--- src/rtl/nibble_serial_adder.sv ---
// Computes a W-bit add/subtract by driving one external 4-bit adder stage, one nibble per clock.
// Latency: done pulses in the cycle after the NIBBLES-th RUN edge; a start seen while busy is dropped, not queued.
module nibble_serial_adder #(
    parameter int NIBBLES = 4,
    localparam int W = 4 * NIBBLES
) (
    input  logic         clk,
    input  logic         rst_n,
    input  logic         start,
    input  logic [W-1:0] op_a,
    input  logic [W-1:0] op_b,
    input  logic         cin,
    input  logic         sub,
    output logic [3:0]   add_A,
    output logic [3:0]   add_B,
    output logic         add_Cin,
    input  logic [3:0]   add_Sum,
    input  logic         add_Cout,
    output logic [W-1:0] result,
    output logic         cout,
    output logic         overflow,
    output logic         busy,
    output logic         done
);

    localparam int IW = (NIBBLES > 1) ? $clog2(NIBBLES) : 1;
    localparam logic [IW-1:0] LAST_IDX = IW'(NIBBLES - 1);

    typedef enum logic [1:0] {S_IDLE, S_RUN, S_DONE} state_t;

    state_t        r_state;
    logic [W-1:0]  r_a;
    logic [W-1:0]  r_b;
    logic [W-1:0]  r_result;
    logic [IW-1:0] r_idx;
    logic          r_carry;
    logic          r_cout;
    logic          r_ovf;
    logic          r_done;
    logic          r_busy;

    logic          w_run;
    logic [W-1:0]  w_a_shift;
    logic [W-1:0]  w_b_shift;

    // Adder operands come only from registers, so there is no input-to-output path.
    assign w_run     = (r_state == S_RUN);
    assign w_a_shift = r_a >> {r_idx, 2'b00};
    assign w_b_shift = r_b >> {r_idx, 2'b00};
    assign add_A     = w_run ? w_a_shift[3:0] : 4'h0;
    assign add_B     = w_run ? w_b_shift[3:0] : 4'h0;
    assign add_Cin   = w_run ? r_carry : 1'b0;

    assign result   = r_result;
    assign cout     = r_cout;
    assign overflow = r_ovf;
    assign busy     = r_busy;
    assign done     = r_done;

    always_ff @(posedge clk) begin
        if (!rst_n) begin
            r_state  <= S_IDLE;
            r_a      <= '0;
            r_b      <= '0;
            r_result <= '0;
            r_idx    <= '0;
            r_carry  <= 1'b0;
            r_cout   <= 1'b0;
            r_ovf    <= 1'b0;
            r_done   <= 1'b0;
            r_busy   <= 1'b0;
        end else begin
            case (r_state)
                S_IDLE: begin
                    r_done <= 1'b0;
                    if (start) begin
                        r_a      <= op_a;
                        r_b      <= sub ? ~op_b : op_b;
                        r_carry  <= sub ? 1'b1 : cin;
                        r_idx    <= '0;
                        r_result <= '0;
                        r_busy   <= 1'b1;
                        r_state  <= S_RUN;
                    end
                end
                S_RUN: begin
                    for (int n = 0; n < NIBBLES; n++) begin
                        if (r_idx == IW'(n)) begin
                            r_result[4*n +: 4] <= add_Sum;
                        end
                    end
                    r_carry <= add_Cout;
                    if (r_idx == LAST_IDX) begin
                        // Sign overflow: like-signed operands producing a differently-signed top nibble.
                        r_cout  <= add_Cout;
                        r_ovf   <= (r_a[W-1] == r_b[W-1]) && (add_Sum[3] != r_a[W-1]);
                        r_done  <= 1'b1;
                        r_idx   <= '0;
                        r_state <= S_DONE;
                    end else begin
                        r_idx <= r_idx + IW'(1);
                    end
                end
                S_DONE: begin
                    r_done  <= 1'b0;
                    r_busy  <= 1'b0;
                    r_state <= S_IDLE;
                end
                default: begin
                    r_done  <= 1'b0;
                    r_busy  <= 1'b0;
                    r_state <= S_IDLE;
                end
            endcase
        end
    end

endmodule

--- config.mk ---
export PLATFORM = sky130hd
export DESIGN_NAME = nibble_serial_adder
export DESIGN_NICKNAME = d
export VERILOG_FILES = /design/src/rtl/nibble_serial_adder.sv
export SDC_FILE = /design/constraint.sdc
export NUM_CORES = 1
export LEC_CHECK = 0
export CAP_MARGIN = 20
export CELL_PAD_IN_SITES_DETAIL_PLACEMENT = 1
export CELL_PAD_IN_SITES_GLOBAL_PLACEMENT = 1
export CORE_UTILIZATION = 36
export CTS_CLUSTER_DIAMETER = 30
export CTS_CLUSTER_SIZE = 8
export DETAILED_ROUTE_END_ITERATION = 8
export PLACE_DENSITY_LB_ADDON = 0.2
export SYNTH_ARGS = -nofsm -noshare
export SYNTH_HDL_FRONTEND = slang
export SYNTH_SLANG_ARGS = --single-unit
--- constraint.sdc ---
create_clock -name clk -period 1.8 [get_ports clk]
set_input_delay 0.36 -clock clk [delete_from_list [all_inputs] [get_ports clk]]
set_output_delay 0.36 -clock clk [all_outputs]
set_load 0.03 [all_outputs]
* Yosys cells after proc, flatten, opt, wreduce, memory -nomap -nowiden *
Cells that the tools add are included.

storage, ports and cells
  bits in registers = 57
  bits in latches = 0
  RAM bits = 0
  memory bits (read-only) = 0
  bits of input ports = 42
  output and inout bits = 29
  logic and storage cells = 64
  memories kept = 0

operators by class
  add/sub/neg operators = 1
  $mul = 0
  div/mod/pow operators = 0
  $lt $le $gt $ge = 0
  equal/unequal tests = 11
  shift-type cells = 2
  multiplexer cells = 21
  bitwise logic cells = 2
  reductions and logical operators = 14

operator list
  operator                                                count
  two-way mux 16 bit                                      2
  one-hot mux 16 bit (2 select lines)                     1
  right shift 16 x 4 -> 4 bit                             2
  two-way mux 4 bit                                       6
  NOT 16 bit                                              1
  AND reduction 2 bit                                     6
  AND reduction 3 bit                                     4
  two-way mux 2 bit                                       4
  inequality test 2 x 1 -> 1 bit (second input constant)  4
  one-hot mux 2 bit (2 select lines)                      2
  == test 2 x 1 -> 1 bit (second input constant)          2
  == test 2 bit (second input constant)                   2
  logical NOT 2 bit                                       2
  two-way mux 1 bit                                       4
  one-hot mux 1 bit (2 select lines)                      2
  adder 2 x 1 -> 2 bit (second input constant)            1
  inequality test 2 bit (second input constant)           1
  nonzero test 2 bit                                      1
  == test 1 bit                                           1
  logical AND 1 bit                                       1
  inequality test 1 bit                                   1
  NOT 1 bit                                               1

* Logic depth before layout (Yosys ltp) *
Gate-level depths: netlist (run 1).

  depth after elaboration = 3
  depth in mapped cells = 6
  depth with buffers taken out = 5

* Worst setup path after synthesis (run 1) *
Ideal clock, no wire load.

  kind = reg2out
  start = register r_idx[0]
  end = output add_B[3]
  arrival time = 1.419 ns
  data required time = 1.440 ns
  slack = 0.021 ns
  cell stages (with the launch flop) = 4
  path buffers = 1
  cell sequence = dfxtp_1 buf_2 mux4_2 and2_1

on the way
  longest elaborated chain between the ends = 2

RTL lines
  element                      RTL line  RTL
  start: declaration           35        logic [IW-1:0] r_idx;
  start signal: assignment     101       r_idx <= r_idx + IW'(1);
  right shift 16 x 4 -> 4 bit  49        assign w_b_shift = r_b >> {r_idx, 2'b00};
  two-way mux 4 bit            51        assign add_B = w_run ? w_b_shift[3:0] : 4'h0;
  end: declaration             15        output logic [3:0] add_B,

No other way between the ends.

* Worst setup path after layout (run 1) *
Ends and elaborated chain as after synthesis.

==> results of run 1 <==
[synthesized netlist by cell type, types with 3 or more instances]
cell type / number / area [sq um]
dfxtp_1: 57 / 1140
nand2_1: 53 / 199
a21oi_1: 23 / 115
nor2_1: 21 / 78.8
a211oi_1: 17 / 128
mux2i_1: 16 / 160
xnor2_1: 16 / 140
and2_1: 10 / 62.6
buf_2: 9 / 45.0
mux4_2: 8 / 180
clkbuf_1: 7 / 26.3
nand3_1: 6 / 30.0
ha_1: 5 / 62.6
inv_1: 4 / 15.0
buf_4: 3 / 22.5
[cell type report]
type / instances / area, sq um
Fill cell: 780 / 3030
Multi-Input combinational cell: 193 / 1330
Sequential cell: 57 / 1150
Timing Repair Buffer: 95 / 966
Clock buffer: 11 / 151
Tap cell: 96 / 120
Clock inverter: 5 / 77.6
Inverter: 4 / 15.0
[worst max path at each step]
stage | start | endpoint | slack (ps) | cells past startpoint
after global placement | start | r_b[14]$_SDFFE_PN0P_ | 80 | 5
after CTS | r_idx[0]$_SDFFE_PN0P_ | add_B[3] | -180 | 4
final | r_idx[0]$_SDFFE_PN0P_ | add_B[3] | -150 | 4
after detailed placement | start | r_b[4]$_SDFFE_PN0P_ | 3 | 5
after floorplan | r_idx[0]$_SDFFE_PN0P_ | add_B[3] | 20 | 3
after global routing | r_idx[0]$_SDFFE_PN0P_ | add_B[3] | -210 | 4
[flip-flops by register name, summed over array words and instances, names as in the netlist]
signal    flops
done          1
r_carry       1
r_state       2
result       16
overflow      1
busy          1
r_b          16
r_idx         2
r_a          16
cout          1
[worst register-to-register path: stages (launching register included)]
cell	delay (ps)
dfxtp_4	360
buf_12	120
buf_4	140
ha_1	250
nand2_1	80
a21oi_1	140
buf_4	170
mux2i_1	190
[stage by stage]
| stage | util (%) | hold WS (ps) | total power (W) |
|---|---|---|---|
| 3_5_place_dp | 50.7 | 452 | 0.00197 |
| 6_report | 55.7 | 461 | 0.00334 |
| 2_1_floorplan | - | 433 | 0.00172 |
| 5_1_grt | 55.7 | 483 | 0.00348 |
| 3_3_place_gp | 50.7 | 441 | 0.00196 |
| 4_1_cts | 55.3 | 463 | 0.00336 |
[report_power, final]
part | internal, W | switching (W) | total, W
combinational | 0.000320 | 0.000271 | 0.000590
clock | 0.000850 | 0.000517 | 0.00137
sequential | 0.00134 | 0.0000431 | 0.00138
[cells by family (layout without fill, tap and decap cells)]
kind of cell,after synthesis,in the layout,share of synthesized area (%)
simple gates,102,102,18.1
flops,57,57,44.4
buf+inv,25,115,5.11
compound gates,46,46,11.2
fa+ha+maj,5,5,2.44
mux,24,24,13.2
xor+xnor,16,16,5.46
[layout by cell type (no fill, tap or decap), drive strengths merged, types with 2 or more instances in the layout]
cell / n
nand2: 53
dfxtp: 57
clkinv: 2
clkbuf: 11
mux4: 8
and2: 10
nor2: 21
nand2b: 3
bufinv: 2
ha: 5
xnor2: 16
inv: 4
clkdlybuf4s50: 61
a21oi: 24
a211oi: 17
nor3: 2
mux2i: 16
a22oi: 2
nand3: 6
buf: 34
[metal layers]
metal  vias up  global-route usage [%]
met5         -                       0
met4         0                    4.55
met3         8                    6.48
met2        44                    30.8
met1      1060                    22.4
li1       1107                       -
[repair_timing]
| item | in CTS | in global routing |
|---|---|---|
| setup endpoints to repair | 9 | 9 |
| gates resized for setup | 21 | 2 |
| pin swaps | 8 | 0 |
| hold buffers | 0 | 0 |
| setup buffers | 3 | 3 |
==> results by group, run 1 <==
Synthesis
  • Syn_nets: 322
  • Synth warnings: 0
  • Sequential share of the synthesized area: 44.4%
  • Asr flop ratio synth: 0%
  • Library cells used by synthesis: 31
  • Synth Instances: 275
  • Netlist Area Pre-Place: 0.00257 sq mm
  • #FFs+latches synth: 57
  • Mean Syn Cell Area: 9.34 sq um
  • Post-synth EDFFs: 0
  • Most used DFF post-synth: dfxtp_1

Routing
  • Max Used Layer: met4
  • Initial DRC Count: 73
  • WL met3: 276 um
  • Residual DRC count: 0
  • Via density: 4.81
  • Post-route ant nets: 0
  • DR WL/cell: 13.9 um
  • DR pass1 iterations: 4
  • M1 WL: 2.93 mm
  • Vias: 2219
  • Met2 WL: 3.15 mm
  • Final wirelength: 6.41 mm

Place
  • Detail Placement HPWL: 4.64 mm
  • Placement Setup Slack: 3.15 ps
  • Placed Area: 0.00346 sq mm
  • Post-placement cell count: 439
  • Gpl congestion: 0.748
  • IO Port Bufs: 70

Timing
  • Slew headroom: 77.3%
  • Setup ws final: -153 ps
  • Setup TNS: -930 ps
  • F_max: 512 MHz
  • Fin crit period: 1950 ps
  • Final setup fails: 8
  • Final worst-path cycle share: 108%
  • Worst-Margin Slew: 339 ps
  • Layout Skew: 6.43 ps
  • Final Max Slew Viols: 0
  • Final Hold Fails: 0
  • RSZ-0062 raised after global routing: yes

GRT
  • Initial antenna violation count: 0
  • First-pass GRT wire length: 10.5 mm
  • GR Util All Layers: 18.3%
  • GR Overflow Total: 0
  • Largest net degree at the start of global routing: 49
  • Vias in the first global route: 2235

Final layout
  • Final #Nets: 407
  • Ant diodes: 0
  • Post-layout instance area: 0.00380 sq mm
  • Area grow syn2layout: 48.1%
  • Layout cells sized above 1: 19.7%
  • Finished Layout Cells: 461

Run
  • MaxCap Viol Count: 0

Critical path
  • Crit Path Class: reg -> out
  • Startpoint type of the worst setup path: register
  • Critical path fanouts, max: 5
  • R2r startpoint: r_idx[0]$_SDFFE_PN0P_
  • R2R setup slack: 290 ps
  • Critical-path cell list: buf_12 > mux4_2 > and2_4 > buf_6
  • Required @ worst endpoint: 1440 ps
  • Crit end category: output port
  • Top delay family on crit path: multiplexers
  • Crit path buf inv count: 2
  • Worst R2R End: result[15]$_SDFFE_PN0P_
  • R2R depth: 7
  • CP max-delay cell: mux4_2
  • CP max stage delay: 490 ps
  • WP data arrival: 1590 ps

Floorplanning
  • Core Area: 0.00683 sq mm
  • Initial Util: 37.6%
  • Die height: 86.5 um
  • Die ar.: 0.00748 sq mm
  • Io pins: 71
  • # rows: 30
  • Die width: 86.5 um

Clock network
  • Inserted Clock Buffers: 9
  • Clk buf depth: 2
  • Clock Sinks: 57
  • Insertion delay to the later sink of the worst-skew pair: 330 ps
  • Clock-pin transition on the worst setup and hold timing paths: 60 ps
  • CTS tree: built
  • H-tree levels: 3
  • CTS root buf: clkbuf_8

Hold path
  • HP Start: result[2]$_SDFFE_PN0P_
  • Hold WC Path Type: reg -> reg
  • Hold Path Sink: result[2]$_SDFFE_PN0P_
  • Hold path depth: 2

Power
  • Peak supply drop: 0.539 mV
  • Pwr/cell area: 877 mW/mm^2
  • LEAKAGE: 1.47 nW

Outcome
  • Failing checks: negative setup slack
  • Status: finished, violations left
Power figures use the tool's default switching activity.
==> inputs of run 2 (changes only) <==
--- a/config.mk
+++ b/config.mk
@@ -5,7 +5,7 @@
 export SDC_FILE = /design/constraint.sdc
 export NUM_CORES = 1
 export LEC_CHECK = 0
-export CAP_MARGIN = 20
+export CAP_MARGIN = 10
 export CELL_PAD_IN_SITES_DETAIL_PLACEMENT = 1
 export CELL_PAD_IN_SITES_GLOBAL_PLACEMENT = 1
 export CORE_UTILIZATION = 36
==> results of run 2 <==
No change in the layout: final DEF, timing and power equal those of run 1.
